**config.mk**
```make
export PLATFORM = sky130hd
export DESIGN_NAME = tensor_issue_arbiter
export DESIGN_NICKNAME = d
export VERILOG_FILES = /design/src/rtl/tensor_pkg.sv /design/src/rtl/rr_arbiter.sv /design/src/rtl/tensor_issue_arbiter.sv
export SDC_FILE = /design/constraint.sdc
export NUM_CORES = 1
export LEC_CHECK = 0
export CORE_ASPECT_RATIO = 1.2
export CORE_MARGIN = 5
export CORE_UTILIZATION = 50
export CTS_BUF_LIST = sky130_fd_sc_hd__clkbuf_2
export DETAILED_ROUTE_END_ITERATION = 10
export GPL_ROUTABILITY_DRIVEN = 0
export GPL_TIMING_DRIVEN = 1
export PLACE_DENSITY = 0.85
export SYNTH_ARGS = -nofsm -noshare
export SYNTH_HDL_FRONTEND = slang
export SYNTH_HIERARCHICAL = 1
export SYNTH_SLANG_ARGS = --single-unit
```
**constraint.sdc**
```tcl
create_clock -name clk -period 8.9 [get_ports clk]
set_input_delay 1.78 -clock clk [delete_from_list [all_inputs] [get_ports clk]]
set_output_delay 1.78 -clock clk [all_outputs]
set_load 0.01 [all_outputs]
```
**src/rtl/tensor_pkg.sv**
```systemverilog
`default_nettype none
// +--------------------------------------------------------------------------+
// | Package     : tensor_pkg                                                 |
// | Description : Shared sizing defaults and slot-state encoding for the     |
// |               tensor-op issue path (warp arbiter -> tensor controller).  |
// | Revision    : 1.0 - initial release                                      |
// +--------------------------------------------------------------------------+
package tensor_pkg;

  // Default geometry of the issue path.
  localparam int TENSOR_NUM_WARPS = 4;
  localparam int TENSOR_WARP_ID_W = 2;
  localparam int TENSOR_REG_IDX_W = 4;

  // Transfer counter geometry.
  localparam int               ISSUE_CNT_W   = 16;
  localparam logic [15:0]      ISSUE_CNT_MAX = 16'hFFFF;

  // Single-entry request slot towards the tensor controller.
  typedef enum logic [0:0] {
    SLOT_EMPTY = 1'b0,
    SLOT_FULL  = 1'b1
  } slot_state_e;

endpackage : tensor_pkg
`default_nettype wire

```
**src/rtl/rr_arbiter.sv**
```systemverilog
`default_nettype none
// +--------------------------------------------------------------------------+
// | Module      : rr_arbiter                                                 |
// | Description : Purely combinational round-robin picker. The search starts |
// |               one past last_grant, wraps modulo NUM_WARPS, and the first |
// |               requesting index wins.                                     |
// | Revision    : 1.0 - initial release                                      |
// +--------------------------------------------------------------------------+
// | Ports                                                                    |
// |   req        in  NUM_WARPS   requests eligible this cycle                |
// |   last_grant in  WARP_ID_W   index granted most recently                 |
// |   grant      out NUM_WARPS   one-hot winner (all-zero when none)         |
// |   grant_idx  out WARP_ID_W   binary index of the winner (0 when none)    |
// |   any        out 1           at least one request present                |
// +--------------------------------------------------------------------------+
module rr_arbiter
  import tensor_pkg::*;
#(
  parameter int NUM_WARPS = TENSOR_NUM_WARPS,
  parameter int WARP_ID_W = TENSOR_WARP_ID_W
) (
  input  logic [NUM_WARPS-1:0] req,
  input  logic [WARP_ID_W-1:0] last_grant,
  output logic [NUM_WARPS-1:0] grant,
  output logic [WARP_ID_W-1:0] grant_idx,
  output logic                 any
);

  logic                 found;
  logic [WARP_ID_W-1:0] idx;

  always_comb begin
    grant     = '0;
    grant_idx = '0;
    found     = 1'b0;
    idx       = '0;
    // Offsets 1..NUM_WARPS visit every index exactly once, ending on
    // last_grant itself, so a lone requester is always served again.
    for (int i = 1; i <= NUM_WARPS; i++) begin
      idx = WARP_ID_W'((int'(last_grant) + i) % NUM_WARPS);
      if (!found && req[idx]) begin
        found      = 1'b1;
        grant[idx] = 1'b1;
        grant_idx  = idx;
      end
    end
    any = found;
  end

endmodule : rr_arbiter
`default_nettype wire

```
**src/rtl/tensor_issue_arbiter.sv**
```systemverilog
`default_nettype none
// +--------------------------------------------------------------------------+
// | Module      : tensor_issue_arbiter                                       |
// | Description : Arbitrates tensor-op requests from NUM_WARPS warps into a  |
// |               single registered request slot toward the tensor          |
// |               controller. Each warp may have at most one op in flight;  |
// |               completion pulses re-arm the warp.                        |
// | Revision    : 1.0 - initial release                                      |
// +--------------------------------------------------------------------------+
// | Ports                                                                    |
// |   clk               in   1          rising-edge clock                    |
// |   reset             in   1          synchronous active-high reset        |
// |   enable            in   1          gate for new grants                  |
// |   warp_req_valid    in   NUM_WARPS  per-warp request                     |
// |   warp_req_dest     in   NxREG_IDX  per-warp destination register        |
// |   warp_req_ready    out  NUM_WARPS  one-hot grant pulse (combinational)  |
// |   tc_request_valid  out  1          slot holds a request                 |
// |   tc_warp_id        out  WARP_ID_W  warp of held request                 |
// |   tc_dest_reg_idx   out  REG_IDX_W  destination of held request          |
// |   tc_request_ready  in   1          controller accepts this cycle        |
// |   tc_warp_done      in   NUM_WARPS  completion pulses                    |
// |   warp_outstanding  out  NUM_WARPS  granted but not yet completed        |
// |   err_spurious_done out  1          sticky: done for idle warp           |
// |   issue_count       out  16         saturating transfer counter          |
// +--------------------------------------------------------------------------+
module tensor_issue_arbiter
  import tensor_pkg::*;
#(
  parameter int NUM_WARPS = TENSOR_NUM_WARPS,
  parameter int WARP_ID_W = TENSOR_WARP_ID_W,
  parameter int REG_IDX_W = TENSOR_REG_IDX_W
) (
  input  logic                                clk,
  input  logic                                reset,
  input  logic                                enable,
  input  logic [NUM_WARPS-1:0]                warp_req_valid,
  input  logic [NUM_WARPS-1:0][REG_IDX_W-1:0] warp_req_dest,
  output logic [NUM_WARPS-1:0]                warp_req_ready,
  output logic                                tc_request_valid,
  output logic [WARP_ID_W-1:0]                tc_warp_id,
  output logic [REG_IDX_W-1:0]                tc_dest_reg_idx,
  input  logic                                tc_request_ready,
  input  logic [NUM_WARPS-1:0]                tc_warp_done,
  output logic [NUM_WARPS-1:0]                warp_outstanding,
  output logic                                err_spurious_done,
  output logic [ISSUE_CNT_W-1:0]              issue_count
);

  // After reset the pointer sits on the last warp so warp 0 wins first.
  localparam logic [WARP_ID_W-1:0] LAST_GRANT_RST = WARP_ID_W'(NUM_WARPS - 1);

  // ---------------------------------------------------------------------
  // State
  // ---------------------------------------------------------------------
  slot_state_e            slot_q, slot_d;
  logic [WARP_ID_W-1:0]   warp_id_q, warp_id_d;
  logic [REG_IDX_W-1:0]   dest_q, dest_d;
  logic [WARP_ID_W-1:0]   last_grant_q, last_grant_d;
  logic [NUM_WARPS-1:0]   outstanding_q, outstanding_d;
  logic                   err_q, err_d;
  logic [ISSUE_CNT_W-1:0] issue_count_q, issue_count_d;

  // ---------------------------------------------------------------------
  // Combinational control
  // ---------------------------------------------------------------------
  logic                 transfer;
  logic                 can_load;
  logic                 grant_fire;
  logic [NUM_WARPS-1:0] eligible;
  logic [NUM_WARPS-1:0] arb_grant;
  logic [WARP_ID_W-1:0] arb_idx;
  logic                 arb_any;

  assign transfer = (slot_q == SLOT_FULL) && tc_request_ready;

  // A draining slot can be refilled in the same cycle, giving
  // back-to-back issue without a bubble.
  assign can_load = (slot_q == SLOT_EMPTY) || transfer;

  // A warp with an op still in flight is masked until its done pulse has
  // been registered, i.e. it re-arms one cycle after the done.
  assign eligible = warp_req_valid & ~outstanding_q & {NUM_WARPS{enable}};

  rr_arbiter #(
    .NUM_WARPS (NUM_WARPS),
    .WARP_ID_W (WARP_ID_W)
  ) u_rr_arbiter (
    .req        (eligible),
    .last_grant (last_grant_q),
    .grant      (arb_grant),
    .grant_idx  (arb_idx),
    .any        (arb_any)
  );

  // Reset suppresses the handshake so no warp believes it was accepted
  // during a cycle whose effects are about to be discarded.
  assign grant_fire     = can_load && arb_any && !reset;
  assign warp_req_ready = grant_fire ? arb_grant : '0;

  // ---------------------------------------------------------------------
  // Slot FSM: next state
  // ---------------------------------------------------------------------
  always_comb begin
    slot_d = slot_q;
    unique case (slot_q)
      SLOT_EMPTY: begin
        if (grant_fire) slot_d = SLOT_FULL;
      end
      SLOT_FULL: begin
        if (transfer && !grant_fire) slot_d = SLOT_EMPTY;
      end
      default: slot_d = SLOT_EMPTY;
    endcase
  end

  // ---------------------------------------------------------------------
  // Datapath / bookkeeping next state
  // ---------------------------------------------------------------------
  always_comb begin
    warp_id_d     = warp_id_q;
    dest_d        = dest_q;
    last_grant_d  = last_grant_q;
    outstanding_d = outstanding_q;
    err_d         = err_q;
    issue_count_d = issue_count_q;

    // Payload only changes on a load, so it is stable while FULL and
    // stalled, and also unaffected by enable.
    if (grant_fire) begin
      warp_id_d    = arb_idx;
      dest_d       = warp_req_dest[arb_idx];
      last_grant_d = arb_idx;
    end

    // Clearing and setting touch different bits except when a done hits
    // the warp being granted; that warp was idle, so the done is spurious
    // and the fresh grant correctly leaves the flag set.
    outstanding_d = (outstanding_q & ~tc_warp_done)
                  | (grant_fire ? arb_grant : '0);

    if (|(tc_warp_done & ~outstanding_q)) err_d = 1'b1;

    if (transfer && (issue_count_q != ISSUE_CNT_MAX)) begin
      issue_count_d = issue_count_q + 1'b1;
    end
  end

  // ---------------------------------------------------------------------
  // Registers
  // ---------------------------------------------------------------------
  always_ff @(posedge clk) begin
    if (reset) begin
      slot_q        <= SLOT_EMPTY;
      warp_id_q     <= '0;
      dest_q        <= '0;
      last_grant_q  <= LAST_GRANT_RST;
      outstanding_q <= '0;
      err_q         <= 1'b0;
      issue_count_q <= '0;
    end else begin
      slot_q        <= slot_d;
      warp_id_q     <= warp_id_d;
      dest_q        <= dest_d;
      last_grant_q  <= last_grant_d;
      outstanding_q <= outstanding_d;
      err_q         <= err_d;
      issue_count_q <= issue_count_d;
    end
  end

  // ---------------------------------------------------------------------
  // Outputs
  // ---------------------------------------------------------------------
  assign tc_request_valid  = (slot_q == SLOT_FULL);
  assign tc_warp_id        = warp_id_q;
  assign tc_dest_reg_idx   = dest_q;
  assign warp_outstanding  = outstanding_q;
  assign err_spurious_done = err_q;
  assign issue_count       = issue_count_q;

endmodule : tensor_issue_arbiter
`default_nettype wire

```
==> flow_metrics.env <==
export IMPL_clk_latency_ps=360
export IMPL_drt_total_wl_mm=5.64
export IMPL_p_leak_nw=0.977
export IMPL_slowest_stage="mux4_2"
export IMPL_root_buffer="clkbuf_2"
export IMPL_crit_fanout=16
export IMPL_finalCriticalPeriod_ps=6430
export IMPL_slew_viol_final=0
export IMPL_tightest_slew_ps=893
export IMPL_drive_gt1_share_pct=7.53
export IMPL_wl_per_cell_um=16.3
export IMPL_synth_enable_flop_cells=0
export IMPL_die_h_um=80.5
export IMPL_hold_violations=0
export IMPL_port_buffers=59
export IMPL_n_antenna_cell=0
export IMPL_vias_per_cell=6.16
export IMPL_postCtsResizedCells=0
export IMPL_yosys_most_used_dff="dfxtp_1"
export IMPL_synth_seq_cells=30
export IMPL_crit_path_end_kind="output pin"
export IMPL_grt_pass1_vias=2036
export IMPL_ys_async_sr_fraction_pct=0
export IMPL_yosys_cell_count_top_type="dfxtp_1"
export IMPL_cap_violations=0
export IMPL_rsz0062_at_grt="no"
export IMPL_antenna_found_initial=0
export IMPL_cp_buffers_inverters=3
export IMPL_skew_ps=16.0
export IMPL_clock_path_buffers=2
export IMPL_clk_pin_slew_worst_paths_ps=140
export IMPL_htree_num_levels=2
export IMPL_final_nets=330
export IMPL_critPathLaunchType="primary input"
export IMPL_dieArea_um2=5530
export IMPL_stdcell_area_um2=2700
export IMPL_grt_overflow_total=0
export IMPL_cts_sink_count=30
export IMPL_holdCritPathClass="reg -> reg"
export IMPL_cts_made_buffers=5
export IMPL_firstDrtPassIters=5
export IMPL_syn_num_nets=276
export IMPL_hold_buffers=0
export IMPL_fillers=355
export IMPL_design_core_area_um2=3970
export IMPL_synthCells=239
export IMPL_vias=2130
export IMPL_regToRegSetupSlack_ps=5430
export IMPL_path_delay_family="buffers and inverters"
export IMPL_grt_pass1_wl_mm=9.25
export IMPL_finalSetupViolCount=0
export IMPL_syn_area_um2=2070
export IMPL_synth_cell_types=48
export IMPL_crit_arrival_ps=4650
export IMPL_syn_avg_cell_area_um2=8.66
export IMPL_whs_ps=503
export IMPL_cpPeakStageDelay_ps=660
export IMPL_drtAntennaViolNets=0
export IMPL_drt_iter0_drc=246
export IMPL_required_ps=7120
export IMPL_period_share_pct=72.2
export IMPL_yosys_area_top_type_share_pct=29.0
export IMPL_cts_tree="yes"
export IMPL_ys_top_cells_by_area="dfxtp_1 29%, mux4_2 6.5%, ha_1 5.4%, a21oi_1 4.8%, inv_1 3.6%"
export IMPL_placed_area_um2=2670
export IMPL_crit_top_cell="clkdlybuf4s50_1"
export IMPL_synth_top_cell_by_area="dfxtp_1"
export IMPL_drc_errors=0
export IMPL_status="finished, final reports clean"
export IMPL_grt_max_degree=28
export IMPL_worstSetupPathType="in -> out"
export IMPL_power_density_nw_per_um2=143
export IMPL_synth_warnings=6
export IMPL_io_pins=60
export IMPL_max_freq_mhz=156
export IMPL_slew_headroom_pct=39.8
export IMPL_grt_total_usage_pct=21.4
export IMPL_start_util_pct=52.1
export IMPL_area_delta_synth_final_pct=30.4
export IMPL_final_setup_tns_ps=0
export IMPL_die_w_um=68.7
export IMPL_synthTopCellsByCount="30 x dfxtp_1, 20 x a21oi_1, 20 x inv_1"
export IMPL_rows=25
export IMPL_cp_cell_sequence="clkdlybuf4s50_1 > and3_1 > mux4_2 > or3_1 > a21oi_1 > a2111o_1 > inv_1 > nor2_1 > clkdlybuf4s50_1"
export IMPL_cts_post_setup_buffers_inserted=0
export IMPL_final_util_pct=67.9
export IMPL_peakVddDrop_uv=101
export IMPL_finalPower_mw=0.385
export IMPL_place_hpwl_mm=4.23
export IMPL_ys_seq_area_share_pct=29.0
==> flip-flops by register name (all words and copies together), names as in the netlist <==
signal / flops
err_spurious_done: 1
tc_warp_id: 2
warp_outstanding: 4
issue_count: 16
tc_dest_reg_idx: 4
tc_request_valid: 1
last_grant_q: 2
==> layer usage <==
layer  global-route usage (%)  wire [µm]
met5                        0          0
met4                     7.99        123
met3                     4.20        389
met2                     36.7       2930
met1                     25.7       2200
==> logic make-up after synthesis <==
family / synth area share, %
and+or+nand+nor: 23.6
AOI/OAI and AO/OA: 24.4
buffers and inverters: 7.13
DFF: 29.0
muxes: 9.55
adders and majority gates: 5.44
xor gates and xnor gates: 0.847
==> power by group <==
part           total [mW]  switching [mW]  internal, mW
Combinational       0.166          0.0852        0.0805
Clock              0.0589          0.0433        0.0156
Sequential          0.160          0.0149         0.145
Total               0.385           0.143         0.241
==> layout make-up <==
cell class              count  area, µm²  area share [%]
multi-input cells         175       1320            49.0
flip-flops and latches     30        601            22.3
clock buffers               5       25.0           0.927
repair buffers             61        606            22.4
clock inverters             1       3.75           0.139
well taps                  54       67.6            2.50
inverters                  20       75.1            2.78
==> placed cells by master (no fill, tap or decap), drive strengths merged, types with 2 or more instances in the layout <==
master | netlist | layout
clkdlybuf4s50 | 0 | 59
dfxtp | 30 | 30
inv | 20 | 20
a21oi | 20 | 20
nor2 | 16 | 16
or3 | 12 | 12
nand4 | 11 | 11
nand2 | 10 | 10
o21ai | 10 | 10
ha | 9 | 9
o31ai | 8 | 8
nand3 | 7 | 7
a22o | 6 | 6
mux4 | 6 | 6
nand2b | 5 | 5
and3 | 5 | 5
or4 | 5 | 5
clkbuf | 8 | 5
a31oi | 5 | 5
o32ai | 4 | 4
mux2i | 4 | 4
a2111o | 4 | 4
a211oi | 3 | 3
and4 | 2 | 2
mux2 | 2 | 2
o22a | 2 | 2
buf | 6 | 2
o41ai | 2 | 2
==> path summary, 6_finish.rpt <==
check                                                     start                         endpoint  cells after the start
worst max register to register     last_grant_q[0]$_SDFFE_PP1P_  tc_dest_reg_idx[2]$_SDFFE_PP0P_                      8
worst min-delay path            tc_dest_reg_idx[3]$_SDFFE_PP0P_  tc_dest_reg_idx[3]$_SDFFE_PP0P_                      1
worst max-delay path                                     enable                warp_req_ready[3]                      9
worst min register to register  tc_dest_reg_idx[3]$_SDFFE_PP0P_  tc_dest_reg_idx[3]$_SDFFE_PP0P_                      1
==> worst reg2reg max path: stages (launching register included) <==
cell      delay (ps)
dfxtp_1          850
inv_1            230
ha_1             570
inv_1            230
a311o_1          310
a221oi_1         270
buf_4            210
mux4_2           520
a22o_1           190
==> through the flow <==
step                setup WS, ps  cells
floorplan                   3690    239
global placement            2620    340
detailed placement          2550    340
CTS                         2530    346
global route                2410    346
finish                      2470    346
Note: power is estimated with default switching activity, not from simulation.
